**config.mk**
```make
export PLATFORM = sky130hd
export DESIGN_NAME = mult_div_unit
export DESIGN_NICKNAME = d
export VERILOG_FILES = /design/src/rtl/mdu_pkg.sv /design/src/rtl/mult_div_unit_div_restore_step.sv /design/src/rtl/mult_div_unit.sv
export SDC_FILE = /design/constraint.sdc
export NUM_CORES = 1
export LEC_CHECK = 0
export CORE_MARGIN = 5
export CORE_UTILIZATION = 40
export DETAILED_ROUTE_END_ITERATION = 10
export DONT_BUFFER_PORTS = 1
export PLACE_DENSITY = 0.63
export SETUP_SLACK_MARGIN = 0.5
export SLEW_MARGIN = 20
export SYNTH_ARGS = -nofsm -noshare
export SYNTH_HDL_FRONTEND = slang
export SYNTH_SLANG_ARGS = --single-unit
```
**constraint.sdc**
```tcl
create_clock -name clk -period 6 [get_ports clk]
set_clock_uncertainty 0.1 [all_clocks]
set_input_delay 1.2 -clock clk [delete_from_list [all_inputs] [get_ports clk]]
set_output_delay 1.2 -clock clk [all_outputs]
set_load 0.01 [all_outputs]
```
**src/rtl/mdu_pkg.sv**
```systemverilog
// Shared definitions for the sequential multiply/divide unit.
package mdu_pkg;
  localparam int MDU_WIDTH = 32;
  localparam int MDU_ITER  = 32;
  localparam int MDU_CNT_W = 6;

  typedef enum logic [1:0] {
    IDLE   = 2'd0,
    MULT   = 2'd1,
    DIV    = 2'd2,
    FINISH = 2'd3
  } mdu_state_e;
endpackage

```
**src/rtl/mult_div_unit_div_restore_step.sv**
```systemverilog
// One restoring-division step: shift in the next dividend bit, subtract the
// divisor when it fits, and emit the quotient bit.
module div_restore_step
  import mdu_pkg::*;
#(
  parameter int WIDTH = MDU_WIDTH
) (
  input  logic [WIDTH:0]   rem,
  input  logic             dvd_bit,
  input  logic [WIDTH-1:0] dsr,
  output logic [WIDTH:0]   rem_next,
  output logic             q_bit
);

  logic [WIDTH+1:0] shifted;
  logic [WIDTH+1:0] diff;

  // Trial subtraction; the top bit of diff is the borrow.
  always_comb begin
    shifted  = {rem, dvd_bit};
    diff     = shifted - {2'b00, dsr};
    q_bit    = ~diff[WIDTH+1];
    rem_next = q_bit ? diff[WIDTH:0] : shifted[WIDTH:0];
  end

endmodule

```
**src/rtl/mult_div_unit.sv**
```systemverilog
// Sequential signed multiply (radix-2 Booth) / divide (restoring) unit that
// owns the HI and LO registers.
module mult_div_unit
  import mdu_pkg::*;
#(
  parameter int WIDTH = MDU_WIDTH
) (
  input  logic             clk,
  input  logic             reset_n,
  input  logic             start_mult,
  input  logic             start_div,
  input  logic [WIDTH-1:0] a,
  input  logic [WIDTH-1:0] b,
  output logic             busy,
  output logic             done,
  output logic             div_by_zero,
  output logic [WIDTH-1:0] hi,
  output logic [WIDTH-1:0] lo
);

  mdu_state_e state, state_nxt;

  logic [MDU_CNT_W-1:0] cnt;
  // acc_hi: Booth upper product (33b) or partial remainder.
  // acc_lo: multiplier/product low or dividend shifting into quotient.
  logic [WIDTH:0]   acc_hi;
  logic [WIDTH-1:0] acc_lo;
  logic             qm1;
  logic [WIDTH-1:0] opd;      // multiplicand, or divisor magnitude
  logic             is_div;
  logic             neg_q;
  logic             neg_r;
  logic             dvz;
  logic             last_iter;

  logic [WIDTH:0]   m_ext;
  logic [WIDTH:0]   booth_sum;
  logic [WIDTH:0]   div_rem;
  logic             div_q;

  assign last_iter = (cnt == MDU_CNT_W'(MDU_ITER - 1));
  assign busy      = (state != IDLE);

  div_restore_step #(.WIDTH(WIDTH)) u_step (
    .rem      (acc_hi),
    .dvd_bit  (acc_lo[WIDTH-1]),
    .dsr      (opd),
    .rem_next (div_rem),
    .q_bit    (div_q)
  );

  // Booth add/subtract selection from {q0, q-1}.
  always_comb begin
    m_ext = {opd[WIDTH-1], opd};
    case ({acc_lo[0], qm1})
      2'b01:   booth_sum = acc_hi + m_ext;
      2'b10:   booth_sum = acc_hi - m_ext;
      default: booth_sum = acc_hi;
    endcase
  end

  // State register.
  always_ff @(posedge clk or negedge reset_n) begin
    if (!reset_n) state <= IDLE;
    else          state <= state_nxt;
  end

  // Next-state decode; multiply wins when both starts arrive together.
  always_comb begin
    state_nxt = state;
    case (state)
      IDLE:    if (start_mult)     state_nxt = MULT;
               else if (start_div) state_nxt = DIV;
      MULT:    if (last_iter)      state_nxt = FINISH;
      DIV:     if (dvz || last_iter) state_nxt = FINISH;
      FINISH:  state_nxt = IDLE;
      default: state_nxt = IDLE;
    endcase
  end

  // Datapath: operand capture, iterations, and the HI/LO write at FINISH.
  always_ff @(posedge clk or negedge reset_n) begin
    if (!reset_n) begin
      cnt         <= '0;
      acc_hi      <= '0;
      acc_lo      <= '0;
      qm1         <= 1'b0;
      opd         <= '0;
      is_div      <= 1'b0;
      neg_q       <= 1'b0;
      neg_r       <= 1'b0;
      dvz         <= 1'b0;
      hi          <= '0;
      lo          <= '0;
      done        <= 1'b0;
      div_by_zero <= 1'b0;
    end else begin
      done        <= 1'b0;
      div_by_zero <= 1'b0;
      case (state)
        IDLE: if (start_mult || start_div) begin
          cnt    <= '0;
          acc_hi <= '0;
          qm1    <= 1'b0;
          is_div <= ~start_mult;
          neg_q  <= a[WIDTH-1] ^ b[WIDTH-1];
          neg_r  <= a[WIDTH-1];
          dvz    <= ~start_mult && (b == '0);
          if (start_mult) begin
            opd    <= a;
            acc_lo <= b;
          end else begin
            opd    <= b[WIDTH-1] ? -b : b;
            acc_lo <= a[WIDTH-1] ? -a : a;
          end
        end
        MULT: begin
          acc_hi <= {booth_sum[WIDTH], booth_sum[WIDTH:1]};
          acc_lo <= {booth_sum[0], acc_lo[WIDTH-1:1]};
          qm1    <= acc_lo[0];
          cnt    <= cnt + 1'b1;
        end
        DIV: if (!dvz) begin
          acc_hi <= div_rem;
          acc_lo <= {acc_lo[WIDTH-2:0], div_q};
          cnt    <= cnt + 1'b1;
        end
        FINISH: begin
          done        <= 1'b1;
          div_by_zero <= is_div && dvz;
          if (!is_div) begin
            hi <= acc_hi[WIDTH-1:0];
            lo <= acc_lo;
          end else if (!dvz) begin
            hi <= neg_r ? -acc_hi[WIDTH-1:0] : acc_hi[WIDTH-1:0];
            lo <= neg_q ? -acc_lo : acc_lo;
          end
        end
        default: ;
      endcase
    end
  end

endmodule

```
# ---- Yosys cells after proc, flatten, opt, wreduce, memory -nomap -nowiden
# Cells that the tools add are included.
dict set report word_totals {
  word_cells 81
  output_inout_bits 67
  input_bits 68
  regBits 176
}
dict set report classes {
  n_bitwise 3
  addsub 8
  reduce_logical 14
  n_eq_ne 12
  muxes 30
}
# cell n
set ops {}
lappend ops {{$mux 32} 12}
lappend ops {{$neg 32->32} 4}
lappend ops {{$mux 33} 3}
lappend ops {{$pmux 33 s3} 1}
lappend ops {{$pmux 32 s3} 1}
lappend ops {{$pmux 33 s2} 1}
lappend ops {{$sub 34x32->34} 1}
lappend ops {{$add 33x33->33} 1}
lappend ops {{$sub 33x33->33} 1}
lappend ops {{$logic_not 32->1} 1}
lappend ops {{$pmux 6 s3} 1}
lappend ops {{$mux 6} 2}
lappend ops {{$ne 2x2->1 const B} 5}
lappend ops {{$mux 2} 4}
lappend ops {{$pmux 2 s4} 1}
lappend ops {{$add 6x1->6 const B} 1}
lappend ops {{$eq 2x2->1 const B} 3}
lappend ops {{$eq 6x5->1 const B} 1}
lappend ops {{$reduce_and 2->1} 3}
lappend ops {{$reduce_and 3->1} 2}
lappend ops {{$eq 2x1->1 const B} 2}
lappend ops {{$reduce_bool 2->1} 2}
lappend ops {{$mux 1} 3}
lappend ops {{$ne 3x3->1 const B} 1}
lappend ops {{7 further kinds} 10}

# ---- Logic depth before layout (Yosys ltp)
dict set report depth {
  depth_word 5
  ltp_mapped 19
  mapped_depth_nobuf 19
}

# ---- Modules after synthesis
# A second synthesis with hierarchy kept.
dict set report hier_totals {
  cells_unflattened 1877
  area_unflattened_um2 15083.2
}
# mod seq_area_each_um2 instances cells_per_inst area_per_inst_um2
set modules_own_cells {}
lappend modules_own_cells {mult_div_unit 4404.2 1 1571 12869.8}
lappend modules_own_cells {div_restore_step 0.0 1 306 2213.4}

# ---- Least setup slack after synthesis
# No wires, ideal clock.
dict set report synth_timing {
  path_type {register -> register}
  startpoint {register opd[10]}
  endpoint {register acc_hi[31]}
  setup_time_ns 0.139
  arrival_time_ns 3.916
  t_required_ns 5.761
  synth_period_minus_slack_ns 4.155
  path_slack_ns 1.845
  n_path_buf 0
  path_stages_with_launch 17
  cell_sequence {dfrtp_1 -> or3_1 -> or3_1 -> nor2_1 -> and3_1 -> nand2_1 -> nor3_1 -> a41oi_1 -> xnor2_1 -> ha_1 -> a211oi_1 -> nand2_1 -> a31oi_1 -> nor3_1 -> or4_1 -> a41oi_1 -> o211ai_1}
}
dict set report synth_via {
  elab_chain_len 4
  elab_cells_between_ends 7
  classes_between {add/sub (3); mux (4)}
}
# element line
set synth_lines {}
lappend synth_lines {{from (decl)} mult_div_unit.sv:29} ;# logic [WIDTH-1:0] opd;
lappend synth_lines {{from (signal assigned)} mult_div_unit.sv:113} ;# opd <= b[WIDTH-1] ? -b : b;
lappend synth_lines {{$sub 34x32->34} mult_div_unit_div_restore_step.sv:21} ;# diff = shifted - {2'b00, dsr};
lappend synth_lines {{$mux 33} mult_div_unit_div_restore_step.sv:23} ;# rem_next = q_bit ? diff[WIDTH:0] : shifted[WIDTH:0];
lappend synth_lines {{$mux 33} mult_div_unit.sv:123} ;# DIV: if (!dvz) begin
lappend synth_lines {{$pmux 33 s3 *} mult_div_unit.sv:100} ;# case (state)
lappend synth_lines {{to (signal assigned)} mult_div_unit.sv:118} ;# acc_hi <= {booth_sum[WIDTH], booth_sum[WIDTH:1]};
lappend synth_lines {{to (signal assigned)} mult_div_unit.sv:124} ;# acc_hi <= div_rem;
lappend synth_lines {{to (decl)} mult_div_unit.sv:26} ;# logic [WIDTH:0] acc_hi;
# Mark *: on every way between the ends. The rest lies on a longest branch, timed or not. The select of a mux whose other input is x is not followed.
# A chain may end at the register's enable or synchronous reset.

# ---- Worst setup path in the final report
dict set report layout_timing {
  startpoint {register opd[1]}
  endpoint {register acc_hi[31]}
}
# The elaborated chain is that of the path after synthesis.

==> impl_metrics.tcl <==
set metrics [dict create \
    finalCritPeriodShare 0.8200 \
    clock_sinks 176 \
    hold_violations 0 \
    hold_class "in -> async" \
    synth_edf_count 0 \
    grt_antenna_before_repair 0 \
    netlist_area_sq_um 15230 \
    gp_congestion 0.9664 \
    vias 14150 \
    dp_cells 2348 \
    synth.distinct_cells 73 \
    fill_cells 3862 \
    timing.critical_path.arrival_ns 5.15 \
    ys_seq_elements 176 \
    grt.total_usage 0.2425 \
    utilization 0.4273 \
    slew_viol_final 0 \
    worst-path-max-fanout 8 \
    max_slew_margin 0.3249 \
    multiInputGateArea_sq_um 10080 \
    drv_cap 0 \
    dp_hpwl_um 39970 \
    layout_commonest_cell "nand2_1" \
    clkLatencyLatePin_ns 0.46 \
    yosys_warnings 0 \
    startpoint_type "register" \
    fin_crit_ns 4.920 \
    final_nets 2002 \
    async_reset_ff_frac 1.000 \
    grt_pass1_vias 13380 \
    clockRootBuffer "clkbuf_16" \
    grt_max_degree 177 \
    drtIter0Drc 1114 \
    num_antenna_cells 0 \
    synthesis.nets 2091 \
    synth_flop_cell "dfrtp_1" \
    crit_path_end_kind "register" \
    cts_setup_buffers 0 \
    fp.dieArea_sq_um 42080 \
    setup_viol 0 \
    core_sq_um 37670 \
    r2r_cells 18 \
    holdWs_ns 0.3445 \
    r2r_slack_ns 1.08 \
    drtAntennaViolNets 0 \
    dr.pass1.iters 5 \
    vias_per_cell 5.951 \
    power_density_nw_per_um2 542.7 \
    fmaxAchievable_ghz 0.2032 \
    drive_above_1_share 0.03910 \
    grt_pass1_wl_um 79470 \
    seq_area_frac_synth 0.2892 \
    path_class "reg -> reg" \
    final_area_sq_um 16100 \
    post_drt_wl_per_cell_um 21.72 \
    seqCellArea_sq_um 4404 \
    rsz0062_at_grt "no" \
    fp.dieH_um 205.1 \
    instances_no_fill 2378 \
    clk_pin_slew_ns 0.08 \
    final_cell_mix "258 x nand2_1, 230 x o21ai_0, 176 x dfrtp_1, 131 x a21oi_1, 125 x nor2_1" \
    worst_ep_required_time_ns 6.23 \
    worst_pin_slew_ns 1.010 \
    start_util 0.4044 \
    place_area_sq_um 15500 \
    status "finished, final reports clean" \
    cts_buffers 17 \
    setup_tns_ns 0 \
    cts_tree "yes" \
    peakVddDrop_mv 0.2152 \
    syn_area_per_cell_sq_um 7.831 \
    r2r_start "opd[1]" \
    syn_inst 1945 \
    area_delta_synth_final_pct 5.676 \
    wl_um 51640 \
    clk_path_buf_depth 2 \
    remaining_drc_errors 0 \
    htree_levels 4 \
    power.leakage_nw 6.737 \
    placementRows 71 \
    r2r_end "acc_hi[31]" \
    grt_overflow 0 \
    cts_resized 0 \
    boundaryPins 135 \
    portBuffers 0 \
    ctsHoldBuffers 0 \
    fp.dieW_um 205.1 \
]
[flip-flops by register name, indices dropped and copies added, names as in the netlist]
| name | flops |
|---|---|
| acc_hi | 33 |
| acc_lo | 32 |
| hi | 32 |
| lo | 32 |
| opd | 32 |
| cnt | 6 |
| state | 2 |
| div_by_zero | 1 |
| done | 1 |
| dvz | 1 |
| is_div | 1 |
| neg_q | 1 |
| neg_r | 1 |
| qm1 | 1 |
[worst max path at each step]
stage	start	endpoint	slack (ns)	cells after the start
3_3_place_gp	opd[1]	acc_hi[31]	1.31	18
6_report	opd[1]	acc_hi[31]	1.08	18
5_1_grt	opd[1]	acc_hi[31]	0.80	18
4_1_cts	opd[1]	acc_hi[31]	1.14	18
3_5_place_dp	opd[1]	acc_hi[31]	1.16	18
2_1_floorplan	opd[10]	acc_hi[31]	1.85	16
[power breakdown]
| part | switching (mW) | total (mW) | internal [mW] |
|---|---|---|---|
| Clock | 0.555 | 1.15 | 0.598 |
| Combinational | 3.35 | 5.32 | 1.98 |
| Sequential | 0.654 | 2.26 | 1.60 |
| Total | 4.55 | 8.73 | 4.18 |
[per-stage QoR]
step / worst slack, ns / total power [mW]
after floorplan: 1.845 / 6.115
after global placement: 1.309 / 7.476
after detailed placement: 1.163 / 7.530
after CTS: 1.143 / 8.701
after global routing: 0.8024 / 9.420
final: 1.080 / 8.735
[routing by layer]
metal | track usage | vias up | wire length (um)
met1 | 0.3433 | 6735 | 23650
met4 | 0.07536 | 0 | 1253
met2 | 0.3598 | 489 | 22450
met5 | 0 | - | 0
met3 | 0.06728 | 63 | 4288
li1 | - | 6864 | -
[cell type report]
class / instances / area share
sequential: 176 / 0.2736
clock buffer: 18 / 0.02729
multi-input combinational: 1574 / 0.6263
tap: 511 / 0.03972
clock inverter: 12 / 0.009017
inverter: 71 / 0.01656
timing repair buffer: 16 / 0.007463
[cell families after synthesis]
| group | count (synthesis) | synth area share |
|---|---|---|
| AOI/OAI and AO/OA | 664 | 0.2754 |
| and+or+nand+nor | 599 | 0.1821 |
| xor gates and xnor gates | 197 | 0.1133 |
| buffers and inverters | 195 | 0.05110 |
| DFF | 176 | 0.2892 |
| adders and majority gates | 78 | 0.06506 |
| muxes | 36 | 0.02382 |
[worst max-delay path, stage by stage (launching register included)]
cell,delay [ns]
dfrtp_1,0.41
inv_1,0.15
ha_1,0.18
nor3b_1,0.42
nand2_1,0.19
nor3_1,0.50
and3_1,0.26
and3_1,0.23
nor2_1,0.07
xnor2_1,0.13
ha_1,0.40
and2_1,0.23
and3_1,0.22
nand2_1,0.09
nor4_1,0.05
and3_1,0.19
or4_1,0.53
a41oi_1,0.28
o211ai_1,0.15
[synthesized netlist by cell type, types with 11 or more instances]
| cell type | count | area share |
|---|---|---|
| a21o_1 | 38 | 0.019 |
| nand2_1 | 259 | 0.064 |
| clkbuf_1 | 107 | 0.026 |
| o21a_1 | 11 | 0.0054 |
| a22oi_1 | 48 | 0.024 |
| a21oi_1 | 131 | 0.043 |
| nand4_1 | 15 | 0.0062 |
| o221ai_1 | 11 | 0.0063 |
| a221o_1 | 24 | 0.016 |
| nor3_1 | 34 | 0.011 |
| ha_1 | 76 | 0.062 |
| and3_1 | 20 | 0.0082 |
| o41ai_1 | 12 | 0.0069 |
| or3_1 | 20 | 0.0082 |
| nor4_1 | 20 | 0.0082 |
| a31oi_1 | 34 | 0.014 |
| dfrtp_1 | 176 | 0.29 |
| nand3_1 | 38 | 0.012 |
| xnor2_1 | 114 | 0.066 |
| o31ai_1 | 27 | 0.013 |
| o21ai_0 | 230 | 0.076 |
| inv_1 | 71 | 0.017 |
| nor2_1 | 126 | 0.031 |
| xor2_1 | 83 | 0.048 |
| o21bai_1 | 14 | 0.0069 |
| and2_1 | 14 | 0.0058 |
| mux2i_1 | 34 | 0.022 |
Power figures use the tool's default switching activity.
